==> src/rtl/alt_run_scheduler_if.sv <==
// Channel-side bit handshake and channel-tagged detection event stream of alt_run_scheduler.
// The slave modport is the scheduler side, and the master modport is the front-end/consumer side.
interface alt_run_scheduler_if #(
    parameter int NCH = 4,
    parameter int CW  = 4
);
    localparam int CHW = $clog2(NCH);

    logic [NCH-1:0] ch_valid;
    logic [NCH-1:0] ch_bit;
    logic [NCH-1:0] ch_ready;
    logic           det_valid;
    logic [CHW-1:0] det_ch;
    logic [CW-1:0]  det_run;
    logic           det_ready;

    modport master (
        output ch_valid, ch_bit, det_ready,
        input  ch_ready, det_valid, det_ch, det_run
    );

    modport slave (
        input  ch_valid, ch_bit, det_ready,
        output ch_ready, det_valid, det_ch, det_run
    );
endinterface

==> src/rtl/alt_run_scheduler.sv <==
// Round-robin time-shared alternating-bit run detector over NCH serial channels.
// Each channel keeps its own context, and every detection is emitted as a channel-tagged event.
module alt_run_scheduler #(
    parameter int NCH     = 4,
    parameter int MIN_RUN = 3,
    parameter int CW      = 4
) (
    input  logic clk,
    input  logic reset,
    input  logic enable,
    input  logic flush,
    output logic busy,
    alt_run_scheduler_if.slave bus
);
    localparam int PW = $clog2(NCH);
    localparam logic [1:0] IDLE  = 2'd0;
    localparam logic [1:0] RUN   = 2'd1;
    localparam logic [1:0] DRAIN = 2'd2;
    localparam logic [CW-1:0] RUN_MAX  = {CW{1'b1}};
    localparam logic [CW-1:0] RUN_FIRE = CW'(MIN_RUN);
    localparam logic [PW-1:0] LAST_CH  = PW'(NCH - 1);

    logic [1:0]    state_reg, state_next;
    logic [PW-1:0] rr_ptr_reg;
    logic          has_reg  [NCH];
    logic          last_reg [NCH];
    logic [CW-1:0] run_reg  [NCH];
    logic [CW-1:0] run_next [NCH];

    logic          det_valid_reg;
    logic [PW-1:0] det_ch_reg;
    logic [CW-1:0] det_run_reg;

    logic           stall;
    logic           accept;
    logic [NCH-1:0] grant_vec;
    logic [PW-1:0]  grant_idx;
    logic [CW-1:0]  grant_run;
    logic           fire;

    assign stall = det_valid_reg & ~bus.det_ready;

    // Search the channels starting at rr_ptr and grant the first one that presents a bit.
    always_comb begin
        int idx;
        grant_vec = '0;
        grant_idx = '0;
        accept    = 1'b0;
        idx       = 0;
        if (state_reg == RUN && !stall) begin
            for (int k = 0; k < NCH; k++) begin
                idx = (int'(rr_ptr_reg) + k) % NCH;
                if (!accept && bus.ch_valid[idx]) begin
                    accept         = 1'b1;
                    grant_idx      = PW'(idx);
                    grant_vec[idx] = 1'b1;
                end
            end
        end
    end

    assign bus.ch_ready = grant_vec;
    assign grant_run    = run_next[grant_idx];
    // A bit taken while flush is high is thrown away, so it can never raise an event.
    assign fire         = accept & ~flush & (grant_run >= RUN_FIRE);

    generate
        for (genvar gi = 0; gi < NCH; gi++) begin : g_ctx
            assign run_next[gi] = !has_reg[gi]                   ? CW'(1) :
                                  (bus.ch_bit[gi] == last_reg[gi]) ? CW'(1) :
                                  (run_reg[gi] == RUN_MAX)        ? RUN_MAX :
                                                                    run_reg[gi] + CW'(1);

            always_ff @(posedge clk) begin
                if (reset || flush) begin
                    has_reg[gi]  <= 1'b0;
                    last_reg[gi] <= 1'b0;
                    run_reg[gi]  <= '0;
                end else if (grant_vec[gi]) begin
                    has_reg[gi]  <= 1'b1;
                    last_reg[gi] <= bus.ch_bit[gi];
                    run_reg[gi]  <= run_next[gi];
                end
            end
        end
    endgenerate

    always_comb begin
        state_next = state_reg;
        case (state_reg)
            IDLE:    if (enable) state_next = RUN;
            RUN:     if (!enable) state_next = DRAIN;
            DRAIN: begin
                if (enable)
                    state_next = RUN;
                else if (!det_valid_reg || bus.det_ready)
                    state_next = IDLE;
            end
            default: state_next = IDLE;
        endcase
    end

    always_ff @(posedge clk) begin
        if (reset) begin
            state_reg     <= IDLE;
            rr_ptr_reg    <= '0;
            det_valid_reg <= 1'b0;
            det_ch_reg    <= '0;
            det_run_reg   <= '0;
        end else begin
            state_reg <= state_next;
            if (accept)
                rr_ptr_reg <= (grant_idx == LAST_CH) ? '0 : grant_idx + PW'(1);
            // While an event is held, accepts are blocked, so a new event can load only
            // when the slot is empty or is being consumed in this cycle.
            if (!det_valid_reg || bus.det_ready) begin
                det_valid_reg <= fire;
                if (fire) begin
                    det_ch_reg  <= grant_idx;
                    det_run_reg <= grant_run;
                end
            end
        end
    end

    assign bus.det_valid = det_valid_reg;
    assign bus.det_ch    = det_ch_reg;
    assign bus.det_run   = det_run_reg;
    assign busy          = (state_reg != IDLE);
endmodule

==> src/flat_wrapper.sv <==
// flat-port wrapper written by rule: the top's interface ports become plain ports
module alt_run_scheduler_flat 
#(
    parameter int NCH     = 4,
    parameter int MIN_RUN = 3,
    parameter int CW      = 4
)
  (clk, reset, enable, flush, busy, bus_ch_valid, bus_ch_bit, bus_det_ready, bus_ch_ready, bus_det_valid, bus_det_ch, bus_det_run);
  alt_run_scheduler_if #(.NCH(NCH), .CW(CW)) bus_i ();
  input  logic clk;
  input  logic reset;
  input  logic enable;
  input  logic flush;
  output logic busy;
  input wire logic [$bits(bus_i.ch_valid)-1:0] bus_ch_valid;
  input wire logic [$bits(bus_i.ch_bit)-1:0] bus_ch_bit;
  input wire logic [$bits(bus_i.det_ready)-1:0] bus_det_ready;
  output wire logic [$bits(bus_i.ch_ready)-1:0] bus_ch_ready;
  output wire logic [$bits(bus_i.det_valid)-1:0] bus_det_valid;
  output wire logic [$bits(bus_i.det_ch)-1:0] bus_det_ch;
  output wire logic [$bits(bus_i.det_run)-1:0] bus_det_run;
  assign bus_i.ch_valid = bus_ch_valid;
  assign bus_i.ch_bit = bus_ch_bit;
  assign bus_i.det_ready = bus_det_ready;
  assign bus_ch_ready = bus_i.ch_ready;
  assign bus_det_valid = bus_i.det_valid;
  assign bus_det_ch = bus_i.det_ch;
  assign bus_det_run = bus_i.det_run;
  alt_run_scheduler #(.NCH(NCH), .MIN_RUN(MIN_RUN), .CW(CW)) u_core (.clk(clk), .reset(reset), .enable(enable), .flush(flush), .busy(busy), .bus(bus_i));
endmodule
==> config.mk <==
export PLATFORM = sky130hd
export DESIGN_NAME = alt_run_scheduler_flat
export DESIGN_NICKNAME = d
export VERILOG_FILES = /design/src/rtl/alt_run_scheduler_if.sv /design/src/rtl/alt_run_scheduler.sv /design/src/flat_wrapper.sv
export SDC_FILE = /design/constraint.sdc
export NUM_CORES = 1
export LEC_CHECK = 0
export ABC_AREA = 1
export CORE_UTILIZATION = 45
export DETAILED_ROUTE_END_ITERATION = 10
export PLACE_DENSITY = 0.71
export REMOVE_ABC_BUFFERS = 1
export SYNTH_ARGS = -nofsm -noshare
export SYNTH_HDL_FRONTEND = slang
export SYNTH_SLANG_ARGS = --single-unit
==> constraint.sdc <==
create_clock -name clk -period 2.55 [get_ports clk]
set_input_delay 0.255 -clock clk [delete_from_list [all_inputs] [get_ports clk]]
set_output_delay 0.255 -clock clk [all_outputs]
set_load 0.03 [all_outputs]
== Word level (Yosys, flattened, before mapping) ==
Memory sizes are Yosys's and may differ from the RTL's.
Index checks and enable logic that the tools add are counted.

* $add $sub $neg: 8
* Order comparisons: 10
* Bitwise gates (word level): 24
* Reduce and logical (&&, ||, !) cells: 22
* Mux-type cells: 87
* Eq/ne operators: 14

{| class="wikitable"
|+ Operators with widths
! cell !! number
|-
| 4-bit 2-to-1 mux || 26
|-
| 1-bit 2-to-1 mux || 41
|-
| 2-bit 2-to-1 mux || 10
|-
| 4-bit by 1-bit adder with 4-bit output, second input constant || 4
|-
| 4-bit == test, second input constant || 4
|-
| 3-bit by 4-bit < comparator with 1-bit output, second input constant || 3
|-
| 1-bit OR || 12
|-
| 4-bit OR || 3
|-
| 3-bit by 1-bit >= comparator with 1-bit output, second input constant || 3
|-
| 1-bit binary-select mux with 2-bit select || 4
|-
| 4-bit binary-select mux with 2-bit select || 1
|-
| 1-bit demux with 2-bit select || 4
|-
| 1-bit logical AND || 8
|-
| 2-bit case mux with 3 select lines || 1
|-
| 2-bit OR reduction || 3
|-
| 1-bit zero test || 5
|-
| 2-bit by 1-bit adder with 2-bit output, second input constant || 2
|-
| 2-bit adder, second input constant || 2
|-
| 1-bit == test || 4
|-
| 2-bit == test, second input constant || 2
|-
| 4-bit by 2-bit >= comparator with 1-bit output, second input constant || 1
|-
| 2-bit inequality test, second input constant || 2
|-
| 1-bit AND || 3
|-
| 1-bit AND, first input constant || 3
|-
| 12 further kinds || 14
|}

* Output and inout bits: 12
* Memories: 3
* Bits of input ports: 13
* Word-level logic and storage cells: 173
* Flip-flop bits (word level): 11
* Bits in writable memories: 24

{| class="wikitable"
|+ Memories
! name !! depth !! bits a word !! rd ports !! clocked after memory_dff !! write ports !! RTL line !! RTL
|-
| u_core.run_reg || 4 || 4 || 4 || 0 || 4 || alt_run_scheduler.sv:27 || <nowiki>logic [CW-1:0] run_reg [NCH];</nowiki>
|-
| u_core.has_reg || 4 || 1 || 4 || 0 || 4 || alt_run_scheduler.sv:25 || <nowiki>logic has_reg [NCH];</nowiki>
|-
| u_core.last_reg || 4 || 1 || 4 || 0 || 4 || alt_run_scheduler.sv:26 || <nowiki>logic last_reg [NCH];</nowiki>
|}

== Longest topological paths before layout ==
* Depth in word-level cells: 24
* Mapped depth: 21
* Gate-level depth less buffers: 18

== Worst setup path before layout ==
OpenSTA, ideal clock, no wires.

* Path type: reg-to-reg
* Start: register u_core.rr_ptr_reg[1]
* End: register u_core.det_ch_reg[1] (netlist: u_core.bus.det_ch[1])
* Arrival time: 2,380 ps
* Path buffers: 2
* Clock period less this slack: 2,494 ps
* Required time: 2,436 ps
* Setup time: 114 ps
* Setup slack: 56 ps
* Stages on the path, launching flop included: 21
* Cell sequence: dfxtp_1 -> inv_1 -> ha_1 -> inv_1 -> nand3_2 -> nand2_4 -> nor2_4 -> nor2_2 -> nand2_4 -> nand3_4 -> buf_6 -> nand2_1 -> nand3_1 -> nand2_1 -> nor2_2 -> nand2_2 -> nand2_2 -> buf_6 -> nand2_2 -> nand2_1 -> nor2_2

* Longest elaborated chain between the ends: 23
* Elaborated cells between the ends (all ways): 41
* Classes of those cells: 3 x add/sub; 1 x order compare; 27 x mux; 3 x bitwise; 7 x reduce/logical

{| class="wikitable"
|+ Ends and longest elaborated chain
! what !! RTL line !! RTL
|-
| start, declared || alt_run_scheduler.sv:24 || <nowiki>logic [PW-1:0] rr_ptr_reg;</nowiki>
|-
| start signal, assigned || alt_run_scheduler.sv:113 || <nowiki>rr_ptr_reg <= (grant_idx == LAST_CH) ? '0 : grant_idx + PW'(1);</nowiki>
|-
| parallel branches: the longest is 23 deep, another holds 2-bit by 1-bit adder with 2-bit output || n/a ||
|-
| end signal, assigned || alt_run_scheduler.sv:119 || <nowiki>det_ch_reg <= grant_idx;</nowiki>
|-
| end, declared || alt_run_scheduler.sv:31 || <nowiki>logic [PW-1:0] det_ch_reg;</nowiki>
|}

Parallel ways; which one is timed is not known. The select of a mux whose other input is x is not followed.
A chain may end at the register's enable or synchronous reset.

== Worst setup path after layout ==
* Start: register u_core.rr_ptr_reg[0]
* End: output bus_ch_ready[2]

* Longest elaborated chain between the ends: 16
* Elaborated cells between the ends (all ways): 63
* Classes of those cells: 3 x add/sub; 8 x order compare; 33 x mux; 6 x bitwise; 13 x reduce/logical

{| class="wikitable"
|+ Ends and longest elaborated chain
! what !! RTL line !! RTL
|-
| 2-bit by 1-bit adder with 2-bit output / 1-bit binary-select mux with 2-bit select (equally long branches) || alt_run_scheduler.sv:52, alt_run_scheduler.sv:53 ||
|-
| 2-bit OR reduction (no line) / 1-bit 2-to-1 mux (equally long branches) || n/a ||
|-
| 1-bit AND (no line) / 1-bit 2-to-1 mux (equally long branches) || n/a ||
|-
| 3-bit by 4-bit < comparator with 1-bit output (implied by the code), or another cell as far along || alt_run_scheduler.sv:56 || <nowiki>grant_vec[idx] = 1'b1;</nowiki>
|-
| 1-bit logical AND (implied by the code) / 1-bit zero test (equally long branches) || alt_run_scheduler.sv:56, alt_run_scheduler.sv:53 ||
|-
| 1-bit 2-to-1 mux (implied by the code) / 1-bit logical AND (equally long branches) || alt_run_scheduler.sv:56, alt_run_scheduler.sv:53 ||
|-
| 1-bit demux with 2-bit select / 1-bit 2-to-1 mux (equally long branches) || n/a ||
|-
| 4-bit OR (no line) / 1-bit 2-to-1 mux (equally long branches) || n/a ||
|-
| 4-bit 2-to-1 mux / 1-bit zero test (equally long branches) || alt_run_scheduler.sv:53 || <nowiki>if (!accept && bus.ch_valid[idx]) begin</nowiki>
|-
| 4-bit 2-to-1 mux / 1-bit logical AND (equally long branches) || alt_run_scheduler.sv:50, alt_run_scheduler.sv:53 ||
|-
| 4-bit OR (no line) / 1-bit 2-to-1 mux (equally long branches) || n/a ||
|-
| 4-bit 2-to-1 mux / 1-bit 2-to-1 mux (equally long branches) || alt_run_scheduler.sv:53, alt_run_scheduler.sv:50 ||
|-
| 4-bit 2-to-1 mux / 1-bit zero test (equally long branches) || alt_run_scheduler.sv:50, alt_run_scheduler.sv:53 ||
|-
| 4-bit OR (no line) / 1-bit logical AND (equally long branches) || n/a ||
|-
| 4-bit 2-to-1 mux (*) || alt_run_scheduler.sv:53 ||
|-
| 4-bit 2-to-1 mux (*) || alt_run_scheduler.sv:50 || <nowiki>if (state_reg == RUN && !stall) begin</nowiki>
|-
| end, declared || flat_wrapper.sv:18 || <nowiki>output wire logic [$bits(bus_i.ch_ready)-1:0] bus_ch_ready;</nowiki>
|}

Every way passes the cells marked *; elsewhere a longest branch is shown, timed or not. The select of a mux whose other input is x is not followed.

==> impl_metrics.ini <==
[finish]
final_cell_mix = nand2_1, inv_1, nor2_1
largest_reg_flops = 16
final_util_pct = 55.90
fin_area_um2 = 2892
diodes = 0
nFillCells = 490
drive_above_1_share_pct = 14.72
layoutNonFillerInstCount = 430
syn_to_final_growth_pct = 18.33
regArea_um2 = 932.1
mostFrequentLayoutCell = nand2_1
multi_input_area_um2 = 1291
nets = 384

[timing]
clock.fmax_mhz = 414.5
finalCritPeriodShare_pct = 94.61
setup-tns-final_ns = 0
slew_headroom_pct = 76.09
max_slew.worst_pin.slew_ns = 0.3556
hold_viol = 0
setup-violations-final = 0
whs_ns = 0.4569
drv_slew = 0
clock_skew_ns = 0.007047
rsz0062_at_grt = true
post-route-min-period_ns = 2.413

[clock_network]
numCtsBuffers = 5
clk_pin_slew_ns = 0.07
cts_tree = done
clockBufferDepth = 2
clockRootBuffer = clkbuf_8
postCtsHoldBufs = 0
clock_latency_ns = 0.28
cts_sinks = 35
cts.htree.levels = 2

[synth]
synth_xor_area_share_pct = 1.434
synthAdderAreaFrac_pct = 6.144
yosysWarnings = 0
synth-compound-area-share_pct = 6.503
syn_inst = 324
syn_area_per_cell_um2 = 7.542
yosysUniqueCellTypes = 36
synth_edf_count = 23
synth_top_family_by_area = simple AND/OR/NAND/NOR gates
synth-seq-area-share_pct = 38.10
synth_ff_type = edfxtp_1
async_flop_share_pct = 0
synth_mux_area_share_pct = 0
yosys_register_bits = 35
netlist_area_um2 = 2444
synth_simple_gate_area_share_pct = 37.94

[placement]
place_hpwl_um = 3829
port_buffers = 24
dpl-instance-area_um2 = 2781
globalplace.congestion = 0.8988
placedCellCount = 420

[power_and_ir_drop]
power.density_nw_per_um2 = 548.6
leakage_nw = 1.389
p_comb_share_pct = 34.4
power_frac_clock_pct = 23.6
power.switching_w = 0.0005577
seqPwrFrac_pct = 42.0
irDropWorstVdd_mv = 0.2494
internal_power_w = 0.001029
switching_share_pct = 35.16

[floorplanning]
ios = 25
die_area_um2 = 5729
die_w_um = 75.69
core_area_um2 = 5172
dieHeight_um = 75.69
rows = 26
initial_core_util_pct = 47.24

[worst_setup_path]
path_max_fanout = 4
startpoint_type = flip-flop
setup.worst_path.class = reg -> out
required_ns = 2.30
worstSetupEndpointType = primary output
cp.arrival_ns = 2.16

[drt]
antenna_left = 0
dr.first_iter.drc_count = 92
drc_errors = 0
avgViaCountPerCell = 4.840
num_vias = 2081
wirelength_um = 4747
drt_pre_antenna_iters = 4
post_drt_wl_per_cell_um = 11.04

[grt]
grt_antenna_before_repair = 0
grt_max_degree = 13
grt_use_total_pct = 18.69
overflow = 0
grt_pass1_vias = 1860
grt_pass1_wl_um = 7914

[hold_path]
hp-class = reg -> reg

[status]
status = finished clean

[job]
max_cap_viol_count = 0
-- power groups by stage --
stage | clock (W) | combinational (W) | sequential, W
CTS | 0.000382 | 0.000531 | 0.000666
global placement | 0 | 0.000523 | 0.000676
floorplan | 0 | 0.000365 | 0.000696
detailed placement | 0 | 0.000529 | 0.000678
finish | 0.000375 | 0.000546 | 0.000666
global route | 0.000410 | 0.000606 | 0.000671
-- timing repair --
action                                  CTS  global route
endpoints found under the setup margin    0             9
buffers inserted                          0             1
resized for setup                         0             4
-- worst max-delay path, cell delays in order (launching register included) --
cell and delay [ns]:
dfxtp_2 0.37, inv_6 0.03, ha_1 0.34, inv_1 0.10, nand3_2 0.12, a21oi_1 0.19, nand2_1 0.10, o221ai_1 0.23
nand2_1 0.14, inv_1 0.09, buf_4 0.16
-- synthesized netlist by cell type, types with 4 or more instances --
master / instances / area [um2]
nand4_1: 9 / 56.30
ha_1: 12 / 150.1
nand3_1: 25 / 125.1
nand2_1: 81 / 304.0
dfxtp_1: 12 / 240.2
edfxtp_1: 23 / 690.7
o211ai_1: 5 / 37.54
a21oi_1: 7 / 35.03
inv_1: 51 / 191.4
nand2_2: 13 / 81.33
nor2_1: 42 / 157.7
nor2_2: 6 / 37.54
nand3_2: 4 / 40.04
-- logic make-up after synthesis --
group / Yosys count
AOI/OAI and AO/OA: 24
adders and majority gates: 12
DFF: 35
and+or+nand+nor: 192
buffers and inverters: 57
xor gates and xnor gates: 4
-- through the flow --
stage,setup slack [ns],total power [W]
final,0.1374,0.001586
after global routing,-0.005509,0.001686
after CTS,0.06606,0.001579
after detailed placement,0.0008111,0.001207
after global placement,0.1028,0.001199
after floorplan,0.02452,0.001061
-- cell type report --
class,instances,share of cell area (%)
Clock inverter,1,0.1731
Tap cell,70,3.029
Sequential cell,35,32.24
Timing Repair Buffer,31,10.21
Multi-Input combinational cell,233,44.66
Inverter,53,7.053
Clock buffer,7,2.640
-- metal layers --
metal | vias up | share of wire (%) | track usage (%)
met1 | 923 | 46 | 23.25
met3 | 10 | 2.0 | 3.439
met5 | - | 0 | 0
met2 | 30 | 49 | 31.45
met4 | 0 | 2.4 | 8.848
li1 | 1118 | - | -
-- worst paths after layout --
path / slack (ns) / start / depth (start not counted) / end
setup / recovery: 0.14 / u_core.rr_ptr_reg[0]$_SDFFE_PP0P_ / 10 / bus_ch_ready[2]
hold / removal: 0.46 / u_core.has_reg[1][0]$_DFF_P_ / 2 / u_core.has_reg[1][0]$_DFF_P_
setup reg to reg: 0.21 / u_core.rr_ptr_reg[0]$_SDFFE_PP0P_ / 16 / u_core.bus.det_run[2]$_SDFFE_PP0P_
hold reg to reg: 0.46 / u_core.has_reg[1][0]$_DFF_P_ / 2 / u_core.has_reg[1][0]$_DFF_P_
(Power assumes the default switching activity.)
